**src/rtl/mcrc_pkg.sv**
```systemverilog
// Shared types and helpers for the multicore run controller.
// State encoding and 32-bit lane packing of per-core buses.
package mcrc_pkg;

    typedef enum logic [2:0] {
        ST_IDLE    = 3'd0,
        ST_RESET   = 3'd1,
        ST_RUN     = 3'd2,
        ST_DONE    = 3'd3,
        ST_TIMEOUT = 3'd4
    } state_t;

    localparam int unsigned LANE_W = 32;

    function automatic int unsigned lane_lsb(input int unsigned idx);
        return LANE_W * idx;
    endfunction

endpackage

```
**src/rtl/core_stop_monitor.sv**
```systemverilog
// Per-core watcher of the data-memory write port.
// Flags the stop token and keeps a saturating write count.
module core_stop_monitor
    import mcrc_pkg::*;
#(
    parameter int unsigned CNT_W     = 16,
    parameter logic [31:0] STOP_ADDR = 32'h0000_00FC,
    parameter logic [31:0] STOP_DATA = 32'h0000_0001
) (
    input  logic             clk,
    input  logic             rst,
    input  logic             memwrite_i,
    input  logic [31:0]      adr_i,
    input  logic [31:0]      data_i,
    input  logic             enable_i,
    input  logic             clear_i,
    output logic             stop_hit_o,
    output logic             done_o,
    output logic [CNT_W-1:0] wr_count_o
);

    logic             done_q, done_d;
    logic [CNT_W-1:0] wr_q, wr_d;

    assign stop_hit_o = enable_i && memwrite_i &&
                        (adr_i == STOP_ADDR) &&
                        (data_i == STOP_DATA);

    // Next-state: clear on a new run, count and latch only while enabled.
    always_comb begin
        done_d = done_q;
        wr_d   = wr_q;
        if (clear_i) begin
            done_d = 1'b0;
            wr_d   = '0;
        end else if (enable_i) begin
            if (memwrite_i && (wr_q != {CNT_W{1'b1}})) begin
                wr_d = wr_q + 1'b1;
            end
            if (stop_hit_o) begin
                done_d = 1'b1;
            end
        end
    end

    // State register with synchronous active-low reset.
    always_ff @(posedge clk) begin
        if (!rst) begin
            done_q <= 1'b0;
            wr_q   <= '0;
        end else begin
            done_q <= done_d;
            wr_q   <= wr_d;
        end
    end

    assign done_o     = done_q;
    assign wr_count_o = wr_q;

endmodule

```
**src/rtl/multicore_run_ctrl.sv**
```systemverilog
// Run controller: sequences core reset, bounds the run,
// and reports completion via per-core stop-token monitors.
module multicore_run_ctrl
    import mcrc_pkg::*;
#(
    parameter int unsigned NCORES     = 2,
    parameter int unsigned RST_CYCLES = 3,
    parameter int unsigned MAX_CYCLES = 15,
    parameter int unsigned CNT_W      = 16,
    parameter logic [31:0] STOP_ADDR  = 32'h0000_00FC,
    parameter logic [31:0] STOP_DATA  = 32'h0000_0001
) (
    input  logic                      clk,
    input  logic                      rst,
    input  logic                      start,
    input  logic [NCORES-1:0]         core_memwrite,
    input  logic [32*NCORES-1:0]      core_dataadr,
    input  logic [32*NCORES-1:0]      core_writedata,
    output logic                      core_rst,
    output logic                      running,
    output logic                      done,
    output logic                      timeout,
    output logic [NCORES-1:0]         done_mask,
    output logic [CNT_W-1:0]          cycle_count,
    output logic [CNT_W*NCORES-1:0]   wr_count
);

    localparam int unsigned RW = (RST_CYCLES > 1) ? $clog2(RST_CYCLES) : 1;

    state_t            state_q, state_d;
    logic [RW-1:0]     rcnt_q, rcnt_d;
    logic [CNT_W-1:0]  cyc_q, cyc_d;
    logic              core_rst_q;
    logic              running_q;
    logic              done_q, done_d;
    logic              timeout_q, timeout_d;
    logic              clear_w;
    logic              run_w;
    logic [NCORES-1:0] hit_w;
    logic [NCORES-1:0] mask_w;
    logic [NCORES-1:0] mask_nxt;

    assign run_w    = (state_q == ST_RUN);
    assign mask_nxt = mask_w | hit_w;

    for (genvar g = 0; g < NCORES; g++) begin : g_mon
        core_stop_monitor #(
            .CNT_W     (CNT_W),
            .STOP_ADDR (STOP_ADDR),
            .STOP_DATA (STOP_DATA)
        ) u_mon (
            .clk        (clk),
            .rst        (rst),
            .memwrite_i (core_memwrite[g]),
            .adr_i      (core_dataadr[lane_lsb(g) +: LANE_W]),
            .data_i     (core_writedata[lane_lsb(g) +: LANE_W]),
            .enable_i   (run_w),
            .clear_i    (clear_w),
            .stop_hit_o (hit_w[g]),
            .done_o     (mask_w[g]),
            .wr_count_o (wr_count[g*CNT_W +: CNT_W])
        );
    end

    // Next-state and flag logic; the last stop hit beats budget expiry.
    always_comb begin
        state_d   = state_q;
        rcnt_d    = rcnt_q;
        cyc_d     = cyc_q;
        done_d    = done_q;
        timeout_d = timeout_q;
        clear_w   = 1'b0;
        case (state_q)
            ST_IDLE, ST_DONE, ST_TIMEOUT: begin
                if (start) begin
                    state_d   = ST_RESET;
                    rcnt_d    = '0;
                    cyc_d     = '0;
                    done_d    = 1'b0;
                    timeout_d = 1'b0;
                    clear_w   = 1'b1;
                end
            end
            ST_RESET: begin
                if (rcnt_q == RW'(RST_CYCLES - 1)) begin
                    state_d = ST_RUN;
                end else begin
                    rcnt_d = rcnt_q + 1'b1;
                end
            end
            ST_RUN: begin
                cyc_d = cyc_q + 1'b1;
                if (&mask_nxt) begin
                    state_d = ST_DONE;
                    done_d  = 1'b1;
                end else if (cyc_q == CNT_W'(MAX_CYCLES - 1)) begin
                    state_d   = ST_TIMEOUT;
                    timeout_d = 1'b1;
                end
            end
            default: begin
                state_d = ST_IDLE;
            end
        endcase
    end

    // Registered state, counters and outputs derived from next state.
    always_ff @(posedge clk) begin
        if (!rst) begin
            state_q    <= ST_IDLE;
            rcnt_q     <= '0;
            cyc_q      <= '0;
            core_rst_q <= 1'b1;
            running_q  <= 1'b0;
            done_q     <= 1'b0;
            timeout_q  <= 1'b0;
        end else begin
            state_q    <= state_d;
            rcnt_q     <= rcnt_d;
            cyc_q      <= cyc_d;
            core_rst_q <= (state_d != ST_RUN);
            running_q  <= (state_d == ST_RUN);
            done_q     <= done_d;
            timeout_q  <= timeout_d;
        end
    end

    assign core_rst    = core_rst_q;
    assign running     = running_q;
    assign done        = done_q;
    assign timeout     = timeout_q;
    assign done_mask   = mask_w;
    assign cycle_count = cyc_q;

endmodule

```
**config.mk**
```make
export PLATFORM = sky130hd
export DESIGN_NAME = multicore_run_ctrl
export DESIGN_NICKNAME = d
export VERILOG_FILES = /design/src/rtl/mcrc_pkg.sv /design/src/rtl/core_stop_monitor.sv /design/src/rtl/multicore_run_ctrl.sv
export SDC_FILE = /design/constraint.sdc
export NUM_CORES = 1
export LEC_CHECK = 0
export BUFFER_PORTS_ARGS = -buffer_cell sky130_fd_sc_hd__buf_2
export CELL_PAD_IN_SITES_DETAIL_PLACEMENT = 0
export CELL_PAD_IN_SITES_GLOBAL_PLACEMENT = 1
export CORE_ASPECT_RATIO = 0.8
export CORE_MARGIN = 5
export CORE_UTILIZATION = 30
export DETAILED_ROUTE_END_ITERATION = 16
export PLACE_DENSITY_LB_ADDON = 0.15
export REMOVE_ABC_BUFFERS = 1
export SYNTH_ARGS = -nofsm -noshare
export SYNTH_HDL_FRONTEND = slang
export SYNTH_SLANG_ARGS = --single-unit
```
**constraint.sdc**
```tcl
create_clock -name clk -period 2.4 [get_ports clk]
set_input_delay 0.24 -clock clk [delete_from_list [all_inputs] [get_ports clk]]
set_output_delay 0.24 -clock clk [all_outputs]
set_load 0.01 [all_outputs]
```
==> Word level (Yosys, flattened, before mapping) <==
Index checks and enable logic that the tools add are counted.
{ "totals": {"out_inout_bits": 54, "memories": 0, "register_bits": 59, "mem_bits_rw": 0, "latch_bits": 0, "wordCells": 76, "romBits": 0} }
{ "op_classes": {"n_mux": 18, "reduce_logical": 22, "n_bitwise": 2, "n_mul": 0, "n_lt_le_gt_ge": 0, "n_shift": 0, "div": 0, "add_sub_neg": 4, "n_eq_ne": 19} }
{ "ops": {"columns": ["cell", "n"], "rows": [
  ["equality test 32 x 1 -> 1 bit (second input constant)", 2],
  ["equality test 32 x 8 -> 1 bit (second input constant)", 2],
  ["adder 16 x 1 -> 16 bit (second input constant)", 3],
  ["inequality test 16 bit (second input constant)", 2],
  ["one-hot mux 16 bit (2 select lines)", 1],
  ["equality test 16 x 4 -> 1 bit (second input constant)", 1],
  ["2-to-1 mux 16 bit", 1],
  ["2-to-1 mux 3 bit", 4],
  ["AND reduction 2 bit", 6],
  ["inequality test 2 bit (second input constant)", 5],
  ["equality test 3 x 2 -> 1 bit (second input constant)", 3],
  ["one-hot mux 3 bit (3 select lines)", 1],
  ["logical AND 1 bit", 8],
  ["2-to-1 mux 1 bit", 6],
  ["AND reduction 3 bit", 2],
  ["2-to-1 mux 2 bit", 2],
  ["one-hot mux 1 bit (2 select lines)", 2],
  ["one-hot mux 2 bit (2 select lines)", 1],
  ["AND reduction 4 bit", 1],
  ["nonzero test 2 bit", 2],
  ["equality test 3 x 1 -> 1 bit (second input constant)", 1],
  ["equality test 3 bit (second input constant)", 1],
  ["logical NOT 3 bit", 1],
  ["inequality test 3 x 2 -> 1 bit (second input constant)", 1],
  ["other kinds (6)", 6]
]} }

==> Longest topological paths before layout <==
Gate-level depths: netlist of the first run.
{ "depth": {"ltp_word": 9, "depth_mapped": 7} }

==> Modules after synthesis <==
From an unflattened synthesis of the first run, not the netlist that was laid out.
{ "unflattened": {"hier_cells": 491, "area_unflattened_um2": 3847.4} }
{ "modules_own_cells": {"columns": ["mod", "seq_area_each_um2", "cells_each", "area_per_inst_um2", "instances"], "rows": [
  ["core_stop_monitor", 340.3, 164, 1248.7, 2],
  ["multicore_run_ctrl", 500.5, 163, 1350.0, 1]
]} }

==> Worst setup path after synthesis of the first run <==
Ideal clock, no wire load.
{ "synth_path": {"path_type": "reg2reg", "start": "register state_q[1]", "end": "register g_mon[0].u_mon.wr_q[12]", "setup_slack_ns": 0.575, "required_time_ns": 2.329, "stages_incl_launch_ff": 7, "period_less_slack_ns": 1.825, "arrival_ns": 1.754, "cell_sequence": "dfxtp_1 > buf_4 > nor3b_4 > nand2_2 > or4b_4 > or3_1 > a21oi_1"} }
{ "synth_between": {"elab_chain_len": 4, "elab_cells_between_ends": 8, "classes_between": "eq/ne (3); mux (1); reduce/logical (4)"} }
{ "synth_lines": {"columns": ["item", "line_no", "source"], "rows": [
  ["start: declaration", "multicore_run_ctrl.sv:30", "state_t state_q, state_d;"],
  ["start signal: assignment", "multicore_run_ctrl.sv:118", "state_q <= state_d;"],
  ["equality test 3 x 2 -> 1 bit, or another cell as far along", "multicore_run_ctrl.sv:73", "case (state_q)"],
  ["OR reduction 3 bit", "multicore_run_ctrl.sv:73", null],
  ["2-to-1 mux 1 bit", "multicore_run_ctrl.sv:73", null],
  ["OR reduction 2 bit (no source line)", null, null],
  ["end signal: assignment", "core_stop_monitor.sv:53", "wr_q <= wr_d;"],
  ["end: declaration", "core_stop_monitor.sv:23", "logic [CNT_W-1:0] wr_q, wr_d;"]
]} }
Parallel ways exist; a longest one is shown, timed or not.
A chain may end at the register's enable or synchronous reset.

==> Worst setup path after layout of the first run <==
{ "layout_path": {"start": "register cyc_q[9], in the netlist cycle_count[9]", "end": "register running_q, in the netlist running"} }
{ "layout_between": {"elab_chain_len": 5} }
{ "layout_lines": {"columns": ["item", "line_no", "source"], "rows": [
  ["start: declaration", "multicore_run_ctrl.sv:32", "logic [CNT_W-1:0] cyc_q, cyc_d;"],
  ["start signal: assignment", "multicore_run_ctrl.sv:120", "cyc_q <= cyc_d;"],
  ["equality test 16 x 4 -> 1 bit", "multicore_run_ctrl.sv:96", "end else if (cyc_q == CNT_W'(MAX_CYCLES - 1)) begin"],
  ["2-to-1 mux 3 bit", "multicore_run_ctrl.sv:96", null],
  ["2-to-1 mux 3 bit", "multicore_run_ctrl.sv:93", "if (&mask_nxt) begin"],
  ["one-hot mux 3 bit (3 select lines)", "multicore_run_ctrl.sv:73", null],
  ["equality test 3 x 2 -> 1 bit", "multicore_run_ctrl.sv:122", "running_q <= (state_d == ST_RUN);"],
  ["end signal: assignment", "multicore_run_ctrl.sv:122", null],
  ["end: declaration", "multicore_run_ctrl.sv:34", "logic running_q;"]
]} }
No other way between the ends.

==> impl_metrics.tcl, run 1 <==
set metrics [dict create \
    status "finished, final reports clean" \
    wl_um 11100 \
    vias 3513 \
    fillers 1041 \
    core_um2 10100 \
    pwr_density_cell_nw_per_um2 572 \
    cp_cell_sequence "or4_1, nor4_1, nand4_1, nand3b_1, a21oi_1, nor4b_1" \
    critPathMaxStageDelay_ns 0.53 \
    grt_antenna_before_repair 0 \
    grt_pass1_wl_um 16700 \
    synth_flop_cell "dfxtp_1" \
    post-place-cells 701 \
    cap_violations 0 \
    grt_pass1_vias 3429 \
    critPathSlowestCell "or4_1" \
    ant_nets 0 \
    cts_setup_buffers 0 \
    maxSlewViolCount 0 \
    die_area_um2 12400 \
    min_period_ns 1.98 \
    p_leak_uw 0.00193 \
    syn-instance-count 378 \
    whs_ns 0.229 \
    rsz0062_at_grt "false" \
    cts_inserted_buffers 9 \
    hold_path.class "input port to flip-flop" \
    grtUsageTotal 0.172 \
    die_h_um 101 \
    ys_seq_elements 59 \
    syn_to_final_growth_pct 46.9 \
    wire_per_inst_um 15.5 \
    setup_tns_ns 0 \
    setup.worst_path.end_class "flip-flop" \
    root_buffer "clkbuf_16" \
    overflow 0 \
    critPathKind "flip-flop to flip-flop" \
    finalCritPeriodShare 0.823 \
    worstMarginPinSlew_ns 0.700 \
    portBuffers 186 \
    instances_no_fill 717 \
    async_flop_share 0 \
    num_io_pins 187 \
    dr.first_iter.drc_count 88 \
    chipWidth_um 123 \
    ctsHoldBuffers 0 \
    yosysUniqueCellTypes 42 \
    yosysTopAreaCell "dfxtp_1" \
    grt.busiest_layer "met2" \
    setup_viol_count_final 0 \
    hpwl_um 8840 \
    place.gp.congestion 0.743 \
    seqCellArea_um2 1180 \
    initial_core_util 0.304 \
    fin_skew_ns 0.00465 \
    timing.slew.headroom 0.531 \
    synth_edf_count 0 \
    avgSynthCellArea_um2 8.13 \
    nets 710 \
    num_antenna_cells 0 \
    hold_viol_final 0 \
    cts.clk_slew.worst_paths_ns 0.05 \
    route.detailed.drc 0 \
    synth_top_area_frac 0.384 \
    h-tree-depth 3 \
    crit_arrival_ns 2.15 \
    crit_path_max_fanout 8 \
    max_freq_mhz 506 \
    seq_area_frac_synth 0.384 \
    synthTopCellsByArea "dfxtp_1 (38%), nor2_1 (6.6%), nor4_1 (5.7%)" \
    startpoint_type "flip-flop" \
    cts.sinks 59 \
    syn-cell-area_um2 3070 \
    vdd_ir_drop_max_v 0.000391 \
    viasPerCell 4.90 \
    gr-usage-met3 0.0499 \
    grt_max_degree 29 \
    worstPathRequired_ns 2.58 \
    first_pass_iters 4 \
    clk_path_buf_depth 2 \
    yosysMostFrequentCell "dfxtp_1" \
    drive_above_1_share 0.371 \
    rows 33 \
    multiInputGateArea_um2 1800 \
    use_met1 0.201 \
    cts_tree "built" \
    yosys-top-cells-count "dfxtp_1 (59), nor2_1 (54), nand2_1 (28), nor4_1 (28), a21oi_1 (20)" \
    insertion_delay_ns 0.32 \
    ys.warnings.count 0 \
    post_cts_resized 0 \
    grt_use_met2 0.312 \
]
## state kept, by name, indices dropped and copies added, names as in the netlist
| name | cells |
|---|---|
| timeout | 1 |
| cycle_count | 16 |
| state_q | 3 |
| done | 1 |
| rcnt_q | 2 |
| g_mon.u_mon.wr_count_o | 32 |
| core_rst | 1 |
| g_mon.u_mon.done_o | 2 |
| running | 1 |
## cell type report
| class | count | share of cell area |
|---|---|---|
| tap | 140 | 0.0388 |
| clock inverter | 4 | 0.0161 |
| sequential | 59 | 0.261 |
| inverter | 10 | 0.00831 |
| timing repair buffer | 194 | 0.219 |
| clock buffer | 12 | 0.0568 |
| multi-input combinational | 298 | 0.399 |
## worst max-delay path: cells and delay by family (launching register included)
kind | cells | cell delay [ns]
DFF | 1 | 0.36
and+or+nand+nor | 5 | 1.37
AOI/OAI and AO/OA | 1 | 0.10
## kinds of logic (layout without fill, tap and decap cells)
logic type,after synthesis,after routing,synth area share
buffers and inverters,21,220,0.0293
and+or+nand+nor,205,205,0.366
xor gates and xnor gates,25,25,0.0712
AOI/OAI and AO/OA,58,58,0.112
DFF,59,59,0.384
adders and majority gates,5,5,0.0204
muxes,5,5,0.0167
## per-layer routing
metal	vias up	share of wire
met5	-	0
met4	0	0.0068
met3	7	0.076
met2	112	0.50
met1	1604	0.42
li1	1790	-
## worst paths after layout
kind | startpoint | depth (start not counted) | endpoint | slack [ns]
worst min-delay path | rst | 2 | core_rst$_SDFF_PN1_ | 0.23
worst max-delay path | cycle_count[9]$_SDFFE_PN0P_ | 6 | running$_SDFF_PN0_ | 0.42
worst min register to register | rcnt_q[1]$_SDFFE_PN0P_ | 2 | rcnt_q[1]$_SDFFE_PN0P_ | 0.46
worst max register to register | cycle_count[9]$_SDFFE_PN0P_ | 6 | running$_SDFF_PN0_ | 0.42
## power breakdown
part	switching, µW	internal, µW
Sequential	4.74	984
Combinational	86.6	98.3
Clock	446	963
Total	538	2050
## through the flow
stage	setup slack, ns	utilization	area [µm²]	total power [µW]
floorplan	0.340	-	3020	1060
global placement	0.315	0.414	4190	1190
detailed placement	0.287	0.414	4190	1190
CTS	0.402	0.447	4520	2610
global route	0.235	0.447	4520	2680
finish	0.424	0.447	4520	2580
## cells in the final DEF, fill, tap and decap left out, drive strengths merged, types with 6 or more instances in the layout
| cell | n |
|---|---|
| buf | 194 |
| dfxtp | 59 |
| nor2 | 54 |
| nand2 | 29 |
| nor4 | 28 |
| a21oi | 20 |
| nand4 | 19 |
| nand3 | 16 |
| xnor2 | 15 |
| o21ai | 15 |
| clkbuf | 12 |
| inv | 10 |
| xor2 | 10 |
| and3 | 8 |
| nor3 | 8 |
| a31oi | 8 |
| nor4b | 7 |
| and4 | 6 |
| a311oi | 6 |
Power figures use the tool's default switching activity.
==> run 2: changes to the inputs <==
--- a/config.mk
+++ b/config.mk
@@ -5,6 +5,7 @@
 export SDC_FILE = /design/constraint.sdc
 export NUM_CORES = 1
 export LEC_CHECK = 0
+export ABC_AREA = 1
 export BUFFER_PORTS_ARGS = -buffer_cell sky130_fd_sc_hd__buf_2
 export CELL_PAD_IN_SITES_DETAIL_PLACEMENT = 0
 export CELL_PAD_IN_SITES_GLOBAL_PLACEMENT = 1
==> constraint.sdc (replaced) <==
create_clock -name clk -period 1.85 [get_ports clk]
set_input_delay 0.185 -clock clk [delete_from_list [all_inputs] [get_ports clk]]
set_output_delay 0.185 -clock clk [all_outputs]
set_load 0.01 [all_outputs]
==> run 2 against run 1 <==
Effect of this change:
- synthesized area is 15% higher
- routed wire length is 14% higher
- highest routed layer unchanged
- worst setup slack worse by 0.33 ns
- global-route usage increased by 0.18 points
- synthesized cell count increased by 48%
- critical path type unchanged
- cell area increased by 18%
- clock skew is 0.0016 ns higher
==> impl_metrics.tcl, run 2 <==
set metrics [dict create \
    num_antenna_cells 0 \
    hold_path.class "input port to flip-flop" \
    insertion_delay_ns 0.33 \
    hpwl_um 10100 \
    portBuffers 186 \
    async_flop_share 0 \
    rows 35 \
    ant_nets 0 \
    die_area_um2 14000 \
    fin_skew_ns 0.00628 \
    route.detailed.drc 0 \
    reg2reg_depth 11 \
    cts.sinks 59 \
    switching_share 0.235 \
    seq_power_share 0.401 \
    final_area_um2 5310 \
    grtUsageTotal 0.174 \
    p_leak_uw 0.00248 \
    nets 926 \
    final_cell_mix "buf_2 (186), nand2_1 (124), nor2_1 (118)" \
    overflow 0 \
    grt_pass1_vias 4141 \
    seq_area_frac_synth 0.335 \
    clkPwrFrac 0.496 \
    grt_max_degree 18 \
    wire_per_inst_um 13.5 \
    max_freq_mhz 570 \
    crit_arrival_ns 2.01 \
    dr.first_iter.drc_count 186 \
    setup.worst_path.end_class "flip-flop" \
    hold_viol_final 0 \
    critPathMaxStageDelay_ns 0.35 \
    vdd_ir_drop_max_v 0.000374 \
    pwr_density_cell_nw_per_um2 603 \
    h-tree-depth 3 \
    seqCellArea_um2 1190 \
    core_um2 11500 \
    maxSlewViolCount 0 \
    setup_tns_ns 0 \
    reg2reg_to "g_mon[0].u_mon.wr_count_o[15]$_SDFFE_PP0P_" \
    syn-instance-count 561 \
    yosysUniqueCellTypes 40 \
    clk_path_buf_depth 2 \
    hp-start "rst" \
    whs_ns 0.200 \
    grt_antenna_before_repair 0 \
    critPathLaunch "g_mon[0].u_mon.wr_count_o[1]$_SDFFE_PP0P_" \
    cap_violations 0 \
    viasPerCell 4.58 \
    first_pass_iters 4 \
    vias 4309 \
    dpl_cell_area_um2 4820 \
    wl_um 12600 \
    synth_flop_cell "dfxtp_1" \
    p_int_uw 2450 \
    cts_inserted_buffers 9 \
    critPathSlowestCell "dfxtp_2" \
    drive_above_1_share 0.348 \
    syn_to_final_growth_pct 50.5 \
    min_to "cycle_count[9]$_SDFFE_PN0P_" \
    ys_seq_elements 59 \
    worstPathRequired_ns 2.11 \
    grt_pass1_wl_um 20200 \
    pwr-share-comb 0.103 \
    fillers 1229 \
    place.gp.congestion 0.820 \
    synth_edf_count 0 \
    startpoint_type "flip-flop" \
    cts.clk_slew.worst_paths_ns 0.05 \
    synthTopCellsByArea "dfxtp_1 (33%), nand2_1 (14%), nor2_1 (13%)" \
    syn-cell-area_um2 3530 \
    p_sw_uw 752 \
    chipWidth_um 131 \
    avgSynthCellArea_um2 6.29 \
    synth_top_area_frac 0.335 \
    num_io_pins 187 \
    rsz0062_at_grt "true" \
    cts_tree "built" \
    status "finished, final reports clean" \
    crit_path_max_fanout 7 \
    largest_register_ffs 32 \
    ctsHoldBuffers 0 \
    min_path_cells 2 \
    yosysTopAreaCell "dfxtp_1" \
    total_power_uw 3200 \
    critPathKind "flip-flop to flip-flop" \
    timing.slew.headroom 0.756 \
    r2r_setup_slack_ns 0.1 \
    cp_cell_sequence "ha_4, nand2_4, nor3_4, nand2_1, nor2_2, nand4_1, nand2_4, buf_12, buf_4, nand2_1, a21oi_1" \
    multiInputGateArea_um2 2140 \
    ys.warnings.count 0 \
    die_h_um 107 \
    initial_core_util 0.306 \
    setup_viol_count_final 0 \
    final_common_cell "buf_2" \
    yosys-top-cells-count "nand2_1 (127), nor2_1 (124), inv_1 (63)" \
    finalCritPeriodShare 0.948 \
    worstMarginPinSlew_ns 0.363 \
    min_period_ns 1.75 \
    yosysMostFrequentCell "nand2_1" \
    root_buffer "clkbuf_16" \
    r2r_start "g_mon[0].u_mon.wr_count_o[1]$_SDFFE_PP0P_" \
]
## run 2: power by group through the flow
stage,logic [µW],registers (µW),clock network (µW)
floorplan,126,1310,0
global placement,321,1310,0
detailed placement,323,1310,0
CTS,326,1290,1640
global route,374,1290,1690
finish,328,1290,1590
## run 2: kinds of logic after synthesis
logic type,share of synthesized area
compound gates,0.138
fa+ha+maj,0.0177
flops,0.335
xor+xnor,0.0323
buf+inv,0.0915
simple gates,0.386
## run 2: final cells by class
cell class,instances,area share
multi-input combinational,425,0.403
timing repair buffer,227,0.239
sequential,59,0.223
clock buffer,13,0.0509
inverter,66,0.0471
tap,148,0.0349
clock inverter,2,0.00188
## run 2: worst max path at each step
| stage | cells past startpoint | to | slack (ns) |
|---|---|---|---|
| floorplan | 6 | g_mon[1].u_mon.wr_count_o[5]$_SDFFE_PP0P_ | -0.11 |
| global placement | 8 | cycle_count[12]$_SDFFE_PN0P_ | -0.0005 |
| detailed placement | 10 | g_mon[0].u_mon.wr_count_o[0]$_SDFFE_PP0P_ | -0.02 |
| CTS | 10 | g_mon[0].u_mon.wr_count_o[0]$_SDFFE_PP0P_ | -0.02 |
| global route | 11 | g_mon[0].u_mon.wr_count_o[2]$_SDFFE_PP0P_ | -0.07 |
| finish | 11 | g_mon[0].u_mon.wr_count_o[15]$_SDFFE_PP0P_ | 0.1 |
## run 2: what timing repair did
item                       in CTS  in global routing
resized for setup               2                 35
buffers inserted                0                  9
setup endpoints to repair       4                 29
cloned                          0                  0
pin swaps                       0                 13
## run 2: metal layers
layer / up-vias / global-route usage / wire, µm
li1: 2272 / - / -
met1: 1925 / 0.226 / 5980
met2: 110 / 0.291 / 6010
met3: 2 / 0.0507 / 622
met4: 0 / 0.0272 / 31
met5: - / 0 / 0
## run 2: critical path: cells and delay by family, from the launching register on
kind / cells / cell delay (ns)
compound gates: 1 / 0.11
fa+ha+maj: 1 / 0.16
buf+inv: 2 / 0.23
flops: 1 / 0.35
simple gates: 7 / 0.83
## run 2: stage by stage
step,utilization,worst slack (ns),std cells
after floorplan,-,-0.112,550
after global placement,0.419,-0.000454,916
after detailed placement,0.419,-0.0172,916
after CTS,0.444,-0.0215,931
after global routing,0.461,-0.0740,940
final,0.461,0.0958,940
